--- src/rtl/serial_add_sub_pkg.sv ---
// serial_add_sub_pkg: state encoding and elaboration helpers shared by the serial adder/subtractor
package serial_add_sub_pkg;
  typedef enum logic [1:0] {
    ST_IDLE = 2'd0,
    ST_RUN  = 2'd1,
    ST_FIN  = 2'd2
  } state_t;
  function automatic int clog2(input int v);
    int r = 0;
    while ((1 << r) < v) r++;
    return r;
  endfunction
endpackage

--- src/rtl/serial_add_sub_if.sv ---
// serial_add_sub_if: start/busy/done request bus between sequencer and serial adder/subtractor
interface serial_add_sub_if #(parameter int WIDTH = 8);
  logic start, sub, cin, busy, done, cout, ovf;
  logic [WIDTH-1:0] a, b, sum;
  modport master (output start, sub, a, b, cin, input busy, done, sum, cout, ovf);
  modport slave (input start, sub, a, b, cin, output busy, done, sum, cout, ovf);
endinterface

--- src/rtl/serial_add_sub_add_slice.sv ---
// add_slice: SLICE-bit ripple chain of fulladder cells, exposing the carry into its top bit
module fulladder (
  input  logic x,
  input  logic y,
  input  logic cin,
  output logic A,
  output logic cout
);
  assign A = x ^ y ^ cin;
  assign cout = (x & y) | (cin & (x ^ y));
endmodule

module add_slice #(parameter int SLICE = 1) (
  input  logic [SLICE-1:0] x,
  input  logic [SLICE-1:0] y,
  input  logic             ci,
  output logic [SLICE-1:0] s,
  output logic             co,
  output logic             cm
);
  logic [SLICE:0] c;
  assign c[0] = ci;
  for (genvar i = 0; i < SLICE; i++) begin : g_fa
    fulladder u_fa (.x(x[i]), .y(y[i]), .cin(c[i]), .A(s[i]), .cout(c[i+1]));
  end
  assign co = c[SLICE];
  assign cm = c[SLICE-1];
endmodule

--- src/rtl/serial_add_sub.sv ---
// serial_add_sub: multi-cycle WIDTH-bit add/subtract, SLICE bits per clock with a registered carry
module serial_add_sub
  import serial_add_sub_pkg::*;
#(
  parameter int WIDTH = 8,
  parameter int SLICE = 1
) (
  input logic clk,
  input logic rst,
  serial_add_sub_if.slave bus
);
  localparam int STEPS = WIDTH / SLICE;
  localparam int CW = clog2(STEPS + 1);
  state_t state, nxt;
  logic [WIDTH-1:0] opa, opb, res, sum_q;
  logic [WIDTH+SLICE-1:0] cat;
  logic [CW-1:0] cnt;
  logic [SLICE-1:0] s;
  logic carry, cmsb, done_q, cout_q, ovf_q, co, cm, accept, last;
  assign accept = bus.start && state != ST_RUN;
  assign last = cnt == CW'(STEPS - 1);
  assign cat = {s, res};
  add_slice #(.SLICE(SLICE)) u_slice (
    .x(opa[SLICE-1:0]), .y(opb[SLICE-1:0]), .ci(carry), .s(s), .co(co), .cm(cm)
  );
  always_comb nxt = state == ST_RUN ? (last ? ST_FIN : ST_RUN) : (accept ? ST_RUN : ST_IDLE);
  always_ff @(posedge clk or posedge rst)
    if (rst) state <= ST_IDLE;
    else state <= nxt;
  // subtract is a + ~b + 1, so the inversion and the forced carry happen at accept time
  always_ff @(posedge clk or posedge rst)
    if (rst) begin
      opa <= '0;
      opb <= '0;
      res <= '0;
      cnt <= '0;
      carry <= 1'b0;
      cmsb <= 1'b0;
      done_q <= 1'b0;
      sum_q <= '0;
      cout_q <= 1'b0;
      ovf_q <= 1'b0;
    end else begin
      if (accept) begin
        opa <= bus.a;
        opb <= bus.sub ? ~bus.b : bus.b;
        carry <= bus.sub | bus.cin;
        cnt <= '0;
      end else if (state == ST_RUN) begin
        opa <= opa >> SLICE;
        opb <= opb >> SLICE;
        res <= cat[WIDTH+SLICE-1:SLICE];
        carry <= co;
        cnt <= cnt + CW'(1);
        if (last) cmsb <= cm;
      end
      done_q <= state == ST_FIN;
      if (state == ST_FIN) begin
        sum_q <= res;
        cout_q <= carry;
        ovf_q <= cmsb ^ carry;
      end
    end
  assign bus.busy = state == ST_RUN;
  assign bus.done = done_q;
  assign bus.sum = sum_q;
  assign bus.cout = cout_q;
  assign bus.ovf = ovf_q;
endmodule

--- src/flat_wrapper.sv ---
// flat-port wrapper written by rule: the top's interface ports become plain ports
module serial_add_sub_flat import serial_add_sub_pkg::*;
#(
  parameter int WIDTH = 8,
  parameter int SLICE = 1
)
  (clk, rst, bus_start, bus_sub, bus_a, bus_b, bus_cin, bus_busy, bus_done, bus_sum, bus_cout, bus_ovf);
  serial_add_sub_if #(.WIDTH(WIDTH)) bus_i ();
  input logic clk;
  input logic rst;
  input wire logic [$bits(bus_i.start)-1:0] bus_start;
  input wire logic [$bits(bus_i.sub)-1:0] bus_sub;
  input wire logic [$bits(bus_i.a)-1:0] bus_a;
  input wire logic [$bits(bus_i.b)-1:0] bus_b;
  input wire logic [$bits(bus_i.cin)-1:0] bus_cin;
  output wire logic [$bits(bus_i.busy)-1:0] bus_busy;
  output wire logic [$bits(bus_i.done)-1:0] bus_done;
  output wire logic [$bits(bus_i.sum)-1:0] bus_sum;
  output wire logic [$bits(bus_i.cout)-1:0] bus_cout;
  output wire logic [$bits(bus_i.ovf)-1:0] bus_ovf;
  assign bus_i.start = bus_start;
  assign bus_i.sub = bus_sub;
  assign bus_i.a = bus_a;
  assign bus_i.b = bus_b;
  assign bus_i.cin = bus_cin;
  assign bus_busy = bus_i.busy;
  assign bus_done = bus_i.done;
  assign bus_sum = bus_i.sum;
  assign bus_cout = bus_i.cout;
  assign bus_ovf = bus_i.ovf;
  serial_add_sub #(.WIDTH(WIDTH), .SLICE(SLICE)) u_core (.clk(clk), .rst(rst), .bus(bus_i));
endmodule
--- config.mk ---
export PLATFORM = sky130hd
export DESIGN_NAME = serial_add_sub_flat
export DESIGN_NICKNAME = d
export VERILOG_FILES = /design/src/rtl/serial_add_sub_pkg.sv /design/src/rtl/serial_add_sub_if.sv /design/src/rtl/serial_add_sub_add_slice.sv /design/src/rtl/serial_add_sub.sv /design/src/flat_wrapper.sv
export SDC_FILE = /design/constraint.sdc
export NUM_CORES = 1
export LEC_CHECK = 0
export ABC_AREA = 1
export CORE_MARGIN = 2
export CORE_UTILIZATION = 50
export DETAILED_ROUTE_END_ITERATION = 8
export GPL_TIMING_DRIVEN = 0
export PLACE_DENSITY = 0.83
export REMOVE_ABC_BUFFERS = 1
export SETUP_SLACK_MARGIN = 0.02
export SLEW_MARGIN = 20
export SYNTH_ARGS = -nofsm -noshare
export SYNTH_HDL_FRONTEND = slang
export SYNTH_SLANG_ARGS = --single-unit
--- constraint.sdc ---
create_clock -name clk -period 1.7 [get_ports clk]
set_input_delay 0.34 -clock clk [delete_from_list [all_inputs] [get_ports clk]]
set_output_delay 0.34 -clock clk [all_outputs]
set_load 0.02 [all_outputs]
==> metrics.csv, run 1 <==
metric,value,unit
grt.total_usage,19.76,%
finalSetupViolCount,0,
die_area,4375,µm²
hold_buffers,0,
portBuffers,32,
finish.instance_area,2366,µm²
clockBufferDepth,2,
initialDrtViolationCount,137,
critical_path.max_stage_delay,0.60,ns
ys_seq_elements,43,
reg2regPathDepth,6,
die_w,66.14,µm
drc,0,
cts_tree,built,
hold_viol,0,
worstSkewPairLatency,0.29,ns
crit_chain,clkdlybuf4s50_1,
clkSinkCount,43,
slew_violations,0,
setup_slack,0.1167,ns
timing.rr.start,u_core.state[1],
drt_pre_antenna_iters,4,
slew_headroom,66.16,%
hpwl,2429,µm
worstReg2RegEnd,u_core.opb[7],
period_minus_slack,1.583,ns
antenna_found_initial,0,
num_vias,1519,
cp_data_required_time,1.36,ns
powerDensity,1542,nW/µm²
num_antenna_cells,0,
place_area,2280,µm²
dpl_worst_slack,-0.4432,ns
arrival,1.24,ns
nets,287,
worstSetupEndpointType,output port,
num_io_pins,33,
post-route-period-util,93.14,%
rsz0062_at_grt,false,
yosysWarnings,0,
critPathKind,register to output port,
r2r_slack,0.28,ns
wl,3663,µm
syn-cell-area,1931,µm²
drv_cap,0,
crit_path_top_delay_cell,clkdlybuf4s50_1,
via_per_inst,4.884,
syn_to_final_growth,22.55,%
leakage,1.201,nW
finalWeightedCongestion,0.7676,
synth_cell_type_count,18,
status,"complete, no violations",
htreeDepth,2,
skew,0.005809,ns
ant_nets,0,
layout_commonest_cell,nand2_1,
fillCellCount,344,
ctsRootBufferMaster,clkbuf_8,
cp_top_family,buffers and inverters,
syn_avg_cell_area,8.358,µm²
grt_overflow,0,
max_freq,0.6316,GHz
layout_common_cells,"87 x nand2_1, 43 x dfrtp_1, 32 x nand3_1, 31 x clkdlybuf4s50_1, 22 x inv_1",
grt_max_degree,36,
grt_pass1_wl,6382,µm
hold-worst-slack,0.4049,ns
max-vdd-ir-drop,0.0007851,V
die_y,66.14,µm
clk_pin_slew,0.07,ns
ff_latch_area,1076,µm²
grt_pass1_vias,1340,
layout-drive-gt1-share,6.464,%
startpoint_type,register,
num_rows,22,
wire_per_inst,11.78,µm
core_area,3689,µm²
cts_buffers,5,
ys_seq_area_share,55.74,%
hp-class,primary input to asynchronous set/reset pin,
cp_num_buf_inv,1,
multi_input_comb_area,713.2,µm²
crit_fanout,2,
tightest_slew,0.5069,ns
start_util,52.34,%
synthCells,231,
-- power breakdown --
group | switching, W | internal [W]
registers | 0.000234 | 0.00141
clock network | 0.000314 | 0.000274
logic | 0.000867 | 0.000552
total | 0.00142 | 0.00223
-- per-layer routing --
metal	share of wire [%]	routed length [µm]	track usage [%]	vias up
met2	46	1684	29.50	42
met4	1.7	64	7.653	0
met5	0	0	0	-
met1	47	1730	27.62	691
li1	-	-	-	780
met3	5.0	183	5.111	6
-- what timing repair did --
action / CTS / global route
resized for setup: 3 / 1
endpoints found under the setup margin: 1 / 1
pin swaps: 1 / 0
gates cloned: 1 / 0
setup buffers: 1 / 0
-- state kept, by name (all words and copies together), names as in the netlist --
| signal | flops |
|---|---|
| u_core.bus.cout | 1 |
| u_core.bus.done | 1 |
| u_core.bus.ovf | 1 |
| u_core.bus.sum | 8 |
| u_core.carry | 1 |
| u_core.cmsb | 1 |
| u_core.cnt | 4 |
| u_core.opa | 8 |
| u_core.opb | 8 |
| u_core.res | 8 |
| u_core.state | 2 |
-- logic make-up (layout without fill, tap and decap cells) --
logic type	count (synthesis)	count (layout)	share of synthesized area (%)
DFF	43	43	55.74
xor gates and xnor gates	2	2	0.9075
AOI/OAI and AO/OA	21	21	5.444
adders and majority gates	2	2	1.685
buffers and inverters	34	65	7.906
and+or+nand+nor	129	130	28.32
-- through the flow --
step / util (%) / total power (W) / instances / setup TNS (ns)
global route: 64.15 / 0.003962 / 311 / 0
detailed placement: 61.80 / 0.003033 / 303 / -1.008
finish: 64.15 / 0.003649 / 311 / 0
floorplan: - / 0.002525 / 222 / 0
global placement: 61.06 / 0.002963 / 302 / -21.91
CTS: 64.28 / 0.003693 / 311 / 0
-- layout make-up --
class / count / area share (%)
Multi-Input combinational cell: 155 / 30.14
Tap cell: 48 / 2.538
Timing Repair Buffer: 34 / 14.81
Sequential cell: 43 / 45.48
Inverter: 25 / 3.966
Clock buffer: 6 / 3.067
-- how the worst max path moves through the flow --
stage / end / startpoint / slack [ns] / cells past startpoint
final: bus_sum[2] / u_core.bus.sum[2] / 0.12 / 1
after global placement: u_core.cnt[3] / rst / -0.49 / 2
after floorplan: u_core.bus.cout / rst / 0.36 / 1
after CTS: bus_busy / u_core.state[0] / 0.03 / 3
after global routing: u_core.opb[7] / bus_start / 0.02 / 6
after detailed placement: bus_busy / u_core.state[0] / -0.44 / 3
-- cell usage after synthesis --
master | number | area (µm²)
nand3_1 | 32 | 160.2
fa_1 | 1 | 20.02
a21oi_1 | 1 | 5.000
ha_1 | 1 | 12.51
inv_1 | 23 | 86.33
inv_2 | 2 | 7.510
or2_2 | 1 | 6.260
nor2_1 | 5 | 18.77
buf_2 | 5 | 25.02
nand2_4 | 2 | 22.52
xnor2_1 | 2 | 17.52
dfrtp_1 | 43 | 1076
nand2_2 | 1 | 6.260
buf_4 | 3 | 22.52
nand2_1 | 87 | 326.6
buf_6 | 1 | 11.26
nor2_2 | 1 | 6.260
o21ai_0 | 20 | 100.1
Power figures use the tool's default switching activity.
==> run 2, diff against run 1 <==
--- a/config.mk
+++ b/config.mk
@@ -11,7 +11,6 @@
 export DETAILED_ROUTE_END_ITERATION = 8
 export GPL_TIMING_DRIVEN = 0
 export PLACE_DENSITY = 0.83
-export REMOVE_ABC_BUFFERS = 1
 export SETUP_SLACK_MARGIN = 0.02
 export SLEW_MARGIN = 20
 export SYNTH_ARGS = -nofsm -noshare
==> metrics.csv, run 2 (synthesized netlist as in run 1, its figures left out) <==
metric,value,unit,change
status,"complete, no violations",,
slew_violations,0,,unchanged
grt.total_usage,20.06,%,+0.30 points
syn_to_final_growth,27.74,%,
ant_nets,0,,unchanged
crit_fanout,2,,unchanged
crit_path_top_delay_cell,clkdlybuf4s50_1,,
cp_num_buf_inv,1,,unchanged
hp-class,primary input to asynchronous set/reset pin,,
wl,3686,µm,+0.63%
start_util,52.34,%,unchanged
tns,0,ns,unchanged
grt_overflow,0,,unchanged
worstSkewPairLatency,0.29,ns,about the same
finalWeightedCongestion,0.8050,,+4.9%
max-vdd-ir-drop,0.001062,V,+35%
hpwl,2726,µm,+12%
critPathKind,register to output port,,
nets,294,,+2.4%
powerDensity,1649,nW/µm²,+6.9%
die_area,4375,µm²,unchanged
ff_latch_area,1076,µm²,unchanged
period_minus_slack,1.591,ns,+0.007726 ns
crit_chain,clkdlybuf4s50_1,,
worstReg2RegEnd,u_core.res[7],,
max_freq,0.6285,GHz,-0.49%
timing.rr.start,u_core.carry,,
antenna_found_initial,0,,unchanged
reg2regPathDepth,3,,-3
worstSetupEndpointType,output port,,
multi_input_comb_area,701.9,µm²,-1.6%
core_area,3689,µm²,unchanged
layout-drive-gt1-share,9.926,%,+3.5 points
r2r_slack,0.47,ns,+0.19 ns
cp_top_family,buffers and inverters,,
cp_data_required_time,1.36,ns,about the same
drc,0,,unchanged
grt_max_degree,24,,-33%
portBuffers,31,,-3.1%
grt_pass1_vias,1450,,+8.2%
ctsRootBufferMaster,clkbuf_8,,
die_y,66.14,µm,unchanged
cts_buffers,5,,unchanged
fillCellCount,313,,-9.0%
clk_pin_slew,0.08,ns,about the same
grt_pass1_wl,6596,µm,+3.4%
num_antenna_cells,0,,unchanged
dpl_worst_slack,-0.06092,ns,+0.3823 ns
finalSetupViolCount,0,,unchanged
num_vias,1583,,+4.2%
hold_buffers,0,,unchanged
setup_slack,0.1090,ns,-0.007726 ns
cts_tree,built,,
via_per_inst,4.947,,+1.3%
syn_nets,254,,
rsz0062_at_grt,false,,
die_w,66.14,µm,unchanged
layout_common_cells,"87 x nand2_1, 43 x dfrtp_1, 32 x nand3_1, 30 x clkdlybuf4s50_1, 22 x inv_1",,
clockBufferDepth,2,,unchanged
post-route-period-util,93.59,%,+0.45 points
num_io_pins,33,,unchanged
slew_headroom,68.32,%,+2.2 points
drv_cap,0,,unchanged
tightest_slew,0.4744,ns,-0.03242 ns
hold_viol,0,,unchanged
htreeDepth,2,,unchanged
arrival,1.25,ns,about the same
clkSinkCount,43,,unchanged
startpoint_type,register,,
skew,0.004248,ns,-0.001561 ns
initialDrtViolationCount,97,,-29%
layout_commonest_cell,nand2_1,,
wire_per_inst,11.52,µm,-2.2%
num_rows,22,,unchanged
drt_pre_antenna_iters,4,,unchanged
critical_path.max_stage_delay,0.61,ns,about the same
leakage,1.263,nW,+5.2%
## run 2: cell count changes in the layout (fill, tap and decap cells not counted)
| cell | before | now |
|---|---|---|
| clkdlybuf4s50_1 | 31 | 30 |
| buf_2 | 0 | 5 |
| clkbuf_2 | 1 | 0 |
| bufinv_16 | 0 | 2 |
| buf_4 | 1 | 5 |
| nor2_4 | 1 | 0 |
| buf_6 | 0 | 1 |
## run 2: layout make-up
type                       count  share of cell area, %
sequential                    43                  43.63
buffer                         9                  2.486
multi-input combinational    154                  28.46
clock buffer                   6                  2.943
clock inverter                 2                  2.435
tap                           48                  2.435
inverter                      25                  3.805
timing repair buffer          33                  13.80
## run 2: worst max path at each step
stage	start	endpoint	slack, ns	cells after the start
2_1_floorplan	rst	u_core.bus.cout	0.36	1
3_3_place_gp	rst	u_core.bus.sum[0]	-0.45	2
3_5_place_dp	u_core.state[0]	bus_busy	-0.06	4
4_1_cts	u_core.state[1]	bus_busy	0.06	3
5_1_grt	u_core.bus.sum[3]	bus_sum[3]	0.05	1
6_report	u_core.bus.ovf	bus_ovf	0.11	1
## run 2: through the flow
stage	hold WS (ns)	total power, W	std cells	cell area (µm²)	utilization (%)
2_1_floorplan	0.4422	0.002632	231	1931	-
3_3_place_gp	0.4584	0.003080	310	2301	62.38
3_5_place_dp	0.4633	0.003175	311	2328	63.13
4_1_cts	0.3894	0.004114	320	2472	67.03
5_1_grt	0.4252	0.004400	320	2466	66.86
6_report	0.3808	0.004067	320	2466	66.86
## run 2: repair_timing
action                                  4_1_cts  5_1_grt
gates resized for setup                       4        1
endpoints found under the setup margin        1        1
buffers inserted                              1        0
cloned                                        0        0
## run 2: report_power, final
group | internal [W] | switching (W)
clock network | 0.000587 | 0.000328
registers | 0.00141 | 0.000223
logic | 0.000635 | 0.000887
## run 2: layer usage
layer / vias up / track usage [%] / share of wire [%]
met5: - / 0 / 0
met4: 0 / 5.357 / 0.33
met3: 2 / 5.111 / 6.3
met2: 55 / 33.50 / 48
met1: 728 / 25.96 / 46
li1: 798 / - / -
==> run 3, diff against run 2 <==
--- a/config.mk
+++ b/config.mk
@@ -7,11 +7,13 @@
 export LEC_CHECK = 0
 export ABC_AREA = 1
 export CORE_MARGIN = 2
-export CORE_UTILIZATION = 50
+export CORE_UTILIZATION = 52
+export CTS_CLUSTER_SIZE = 20
 export DETAILED_ROUTE_END_ITERATION = 8
 export GPL_TIMING_DRIVEN = 0
-export PLACE_DENSITY = 0.83
+export PLACE_DENSITY = 0.86
 export SETUP_SLACK_MARGIN = 0.02
+export SKIP_LAST_GASP = 1
 export SLEW_MARGIN = 20
 export SYNTH_ARGS = -nofsm -noshare
 export SYNTH_HDL_FRONTEND = slang
==> metrics.csv, run 3 (synthesized netlist as in run 1, its figures left out) <==
metric,value,unit,change
status,"complete, no violations",,
place_area,2328,µm²,unchanged
layout-drive-gt1-share,9.559,%,-0.37 points
initialDrtViolationCount,94,,-3.1%
drt_pre_antenna_iters,5,,+1
p_sw,0.001439,W,about the same
num_vias,1593,,+0.63%
grt.total_usage,20.22,%,+0.16 points
finalSetupViolCount,0,,unchanged
grt_overflow,0,,unchanged
nets,294,,unchanged
cp_top_family,buffers and inverters,,
core_area,3606,µm²,-2.2%
cp_num_buf_inv,1,,unchanged
ant_nets,0,,unchanged
grt_max_degree,23,,-4.2%
die_area,4216,µm²,-3.6%
max_freq,0.6269,GHz,-0.26%
seqPwrFrac,43.4,%,+3.3 points
slew_headroom,67.00,%,-1.3 points
swShare,38.21,%,+2.8 points
r2r_slack,0.51,ns,+0.04 ns
antenna_found_initial,0,,unchanged
start_util,53.54,%,+1.2 points
p_int,0.002328,W,-11%
max-vdd-ir-drop,0.0007424,V,-30%
crit_chain,clkdlybuf4s50_1,,
rsz0062_at_grt,false,,
crit_path_top_delay_cell,clkdlybuf4s50_1,,
powerDensity,1560,nW/µm²,-5.4%
final_cells,320,,unchanged
drv_cap,0,,unchanged
layout_common_cells,"87 x nand2_1, 43 x dfrtp_1, 32 x nand3_1, 30 x clkdlybuf4s50_1, 22 x inv_1",,
leakage,1.240,nW,-1.8%
period_minus_slack,1.595,ns,+0.004110 ns
p_comb_share,40.3,%,+2.9 points
finalWeightedCongestion,0.7792,,-3.2%
layout_commonest_cell,nand2_1,,
clk_pin_slew,0.08,ns,about the same
syn_nets,254,,unchanged
finish.instance_area,2415,µm²,-2.1%
critPathKind,register to output port,,
cts_buffers,5,,unchanged
cp_data_required_time,1.36,ns,about the same
startpoint_type,register,,
grt_pass1_wl,6527,µm,-1.0%
die_w,64.93,µm,-1.8%
dp.cells,311,,unchanged
htreeDepth,2,,unchanged
hpwl,2740,µm,+0.49%
crit_fanout,2,,unchanged
post-route-period-util,93.83,%,+0.24 points
syn_to_final_growth,25.08,%,
wire_per_inst,11.46,µm,-0.49%
arrival,1.26,ns,about the same
die_y,64.93,µm,-1.8%
tightest_slew,0.4942,ns,+0.01978 ns
tns,0,ns,unchanged
ctsRootBufferMaster,clkbuf_8,,
clockBufferDepth,2,,unchanged
worstSkewPairLatency,0.29,ns,about the same
skew,0.005627,ns,+0.001379 ns
via_per_inst,4.978,,+0.63%
num_io_pins,33,,unchanged
portBuffers,31,,unchanged
hold_viol,0,,unchanged
worstSetupEndpointType,output port,,
hold_buffers,0,,unchanged
drc,0,,unchanged
grt_pass1_vias,1516,,+4.6%
slew_violations,0,,unchanged
clockPowerShare,16.2,%,-6.3 points
critical_path.max_stage_delay,0.61,ns,about the same
num_antenna_cells,0,,unchanged
clkSinkCount,43,,unchanged
hp-class,primary input to asynchronous set/reset pin,,
wl,3668,µm,-0.49%
cts_tree,built,,
num_rows,22,,unchanged
[run 3: cell types whose count changed in the layout (fill, tap and decap cells not counted), sizes merged]
cell    before  now
bufinv       2    0
clkinv       0    1
clkbuf       6    7
[run 3: worst paths after layout]
path / from / end / cells past startpoint
worst min-delay path: rst / u_core.opb[2] / 2
worst max-delay path: u_core.bus.cout / bus_cout / 1
min in group clk: bus_sub / u_core.opb[7] / 3
max in group asynchronous: rst / u_core.bus.sum[7] / 3
worst min register to register: u_core.res[0] / u_core.bus.sum[0] / 2
worst max register to register: u_core.carry / u_core.res[7] / 3
[run 3: layer usage]
metal | wire, µm | global-route usage (%)
met3 | 167 | 3.819
met5 | 0 | 0
met1 | 1695 | 25.49
met4 | 60 | 7.181
met2 | 1744 | 34.66
[run 3: power groups by stage]
stage          Sequential [W]  Clock, W  Combinational [W]
3_5_place_dp          0.00166         0            0.00152
3_3_place_gp          0.00163         0            0.00144
6_report              0.00164  0.000612            0.00152
5_1_grt               0.00169  0.000682            0.00172
2_1_floorplan         0.00171         0           0.000925
4_1_cts               0.00164  0.000621            0.00152
[run 3: repair_timing]
| action | in CTS | in global routing |
|---|---|---|
| endpoints found under the setup margin | 1 | 1 |
| buffers inserted | 0 | 1 |
| resized for setup | 4 | 1 |
[run 3: final cells by class]
class,count,area (µm²)
Buffer,9,61.31
Clock buffer,7,76.32
Clock inverter,1,5.005
Fill cell,308,1191
Inverter,25,93.84
Multi-Input combinational cell,154,701.9
Sequential cell,43,1076
Tap cell,48,60.06
Timing Repair Buffer,33,340.3
[run 3: metrics by stage]
step                hold WS, ns  worst slack, ns  power, W  utilization (%)
floorplan                0.4422           0.3573  0.002632                -
global placement         0.4584          -0.4647  0.003076            63.81
detailed placement       0.4593         -0.03430  0.003176            64.57
CTS                      0.4050          0.04414  0.003788            66.93
global route             0.4212          0.05664  0.004091            66.97
finish                   0.3907           0.1048  0.003767            66.97
==> edit, RTL diff (flow settings as in run 1) <==
The 3 states of `state_t` get a one-hot encoding in 3 bits.
--- a/src/rtl/serial_add_sub_pkg.sv
+++ b/src/rtl/serial_add_sub_pkg.sv
@@ -1,9 +1,9 @@
 // serial_add_sub_pkg: state encoding and elaboration helpers shared by the serial adder/subtractor
 package serial_add_sub_pkg;
-  typedef enum logic [1:0] {
-    ST_IDLE = 2'd0,
-    ST_RUN  = 2'd1,
-    ST_FIN  = 2'd2
+  typedef enum logic [2:0] {
+    ST_IDLE = 3'b001,
+    ST_RUN  = 3'b010,
+    ST_FIN  = 3'b100
   } state_t;
   function automatic int clog2(input int v);
     int r = 0;
Function: no difference found for any inputs over 10 cycles, from zero or initial values and one cycle with rst high; not proved beyond that.
==> edit against run 1 <==
- setup slack worse by 43 ps
- hold slack worse by 140 ps
- critical path type unchanged
- total power up 16%
- synthesized cell count down 9.5%
- clock skew about the same
- highest routed layer unchanged
- design area up 2.9%
- synthesized area up 1.4%
- critical path depth up 3
- wire length up 2.2%
- sequential cell count up 1
- first-iteration DRC count down 15%
- largest cell class unchanged
==> edit: results (changes against run 1) <==
Outcome
  • Status: finished clean

Yosys
  • Commonest cells post-synth: nand2_1, dfrtp_1, nand3_1
  • Async set or reset register ratio after synthesis: 100% (unchanged)
  • Post-synthesis sequential area ratio: 56.3% (+0.56 points)
  • Synth area leaders: dfrtp_1, nand2_1, nand3_1
  • Main synth FF type: dfrtp_1
  • Synth unique cells: 21 (+3)
  • YS warnings: 0 (unchanged)

CTS
  • H-Tree Depth: 2 (unchanged)
  • Num CTS Buffers: 5 (unchanged)
  • CTS root buffer: clkbuf_8
  • Clk buf depth: 2 (unchanged)
  • Worst-Skew Late Latency: 300 ps
  • Clock transition at path regs: 80 ps

GRT
  • Initial antenna violation count: 0 (unchanged)
  • Gr usage total: 20.1% (+0.37 points)
  • Largest net degree at the start of global routing: 36 (unchanged)
  • Number of global-route vias before repair: 1,441 (+7.5%)
  • First-pass GRT wire length: 6.57 mm (+2.9%)

Placed design
  • Dpl ws: -572 ps (-128 ps)
  • Placer's final routability congestion estimate: 0.777 (+1.3%)
  • DPL Wire Length: 2.41 mm (-0.95%)
  • DP Area: 2290 sq um (+0.33%)
  • # port buffers: 32 (unchanged)

Drt
  • 1st-iter DRT viols: 117 (-15%)
  • DR vias/cell: 5.15 (+5.4%)
  • Met2 WL: 1.94 mm (+15%)
  • WL met3: 174 um (-4.9%)
  • TritonRoute pass-1 iters: 4 (unchanged)
  • Top Layer Used: met4
  • Met1 WL: 1.56 mm (-9.7%)
  • Wire length per cell: 12.9 um (+9.6%)

Worst setup path
  • Crit path max-delay family: flip-flops
  • Critical Path AT: 1290 ps (+50 ps)
  • Slowest cell delay on critical path: 570 ps (-30 ps)
  • Critical path's slowest cell: dfstp_2
  • Critical-path maximum fanout: 20 (+18)

Pwr
  • Leakage: 0.00115 uW (-4.2%)
  • Peak supply drop: 0.792 mV (+0.86%)
  • Power Internal: 2590 uW (+16%)

STA
  • Slew @ Worst Pin: 464 ps (-43.2 ps)
  • Clock skew: 6.29 ps (+0.485 ps)

Final layout
  • Diodes inserted: 0 (unchanged)
  • Ratio of cells with drive above 1 in the final layout: 12.4% (+5.9 points)
  • Filler cells: 327 (-4.9%)
  • # nets final: 264 (-8.0%)

Min path
  • Worst Hold Class: input pin to async pin
[edit: cell count changes after synthesis, moves of 3 or more]
cell,delta
o21ai_0,-9
o21ai_2,+8
xor2_1,+8
nor2_1,-3
nand2_1,-20
inv_1,-10
[edit: worst register-to-register path, stage by stage (launching register included)]
cell and delay, ps:
dfstp_2 570, inv_2 70, nand3_4 100, buf_4 230, nand2_1 190, inv_4 150, nand2_1 70, nand3_1 70
[edit: per-stage QoR]
stage | TNS (ps) | cells
final | 0 | 290
after global routing | 0 | 290
after CTS | 0 | 290
after detailed placement | -1600 | 280
after global placement | -24140 | 279
after floorplan | 0 | 199
[edit: path summary, 6_finish.rpt]
kind                            startpoint                 to  slack (ps)  cells after the start
max                        u_core.state[0]           bus_busy          70                      4
min                                    rst  u_core.bus.sum[2]         270                      2
max reg2reg                u_core.state[0]      u_core.opa[5]         180                      7
min reg2reg                  u_core.opa[2]      u_core.opa[2]         480                      2
max in group asynchronous              rst    u_core.state[0]         930                      3
min in group clk             u_core.opa[2]      u_core.opa[2]         480                      2
[edit: cell families (layout without fill, tap and decap cells)]
kind of cell               after synthesis  in the layout  share of synthesized area (%)
and+or+nand+nor                        105            106                           23.6
buffers and inverters                   27             59                           6.90
adders and majority gates                2              2                           1.66
xor gates and xnor gates                10             10                           4.47
DFF                                     44             44                           56.3
AOI/OAI and AO/OA                       21             21                           7.03
[edit: layout make-up]
cell class	instances	area, sq um	share of cell area, %
multi-input combinational	139	731	30.0
tap	48	60.1	2.47
clock buffer	7	96.3	3.96
sequential	44	1100	45.3
inverter	17	71.3	2.93
clock inverter	1	30.0	1.23
timing repair buffer	34	343	14.1
[edit: routing by layer]
layer | vias to the layer above | track usage [%]
met5 | - | 0
li1 | 732 | -
met2 | 40 | 35.4
met1 | 715 | 23.5
met3 | 6 | 5.07
met4 | 0 | 7.65
[edit: timing repair]
item	in CTS	in global routing
buffers inserted	1	0
resized for setup	8	1
hold endpoints to repair	0	0
pin swaps	1	0
gates cloned	1	0
setup endpoints to repair	1	1
[edit: power groups by stage]
| stage | Sequential (uW) | Clock (uW) | Combinational, uW |
|---|---|---|---|
| after floorplan | 1770 | 0 | 976 |
| after global placement | 1710 | 0 | 1500 |
| after detailed placement | 1730 | 0 | 1580 |
| after CTS | 1730 | 877 | 1680 |
| after global routing | 1780 | 909 | 1880 |
| final | 1730 | 866 | 1660 |
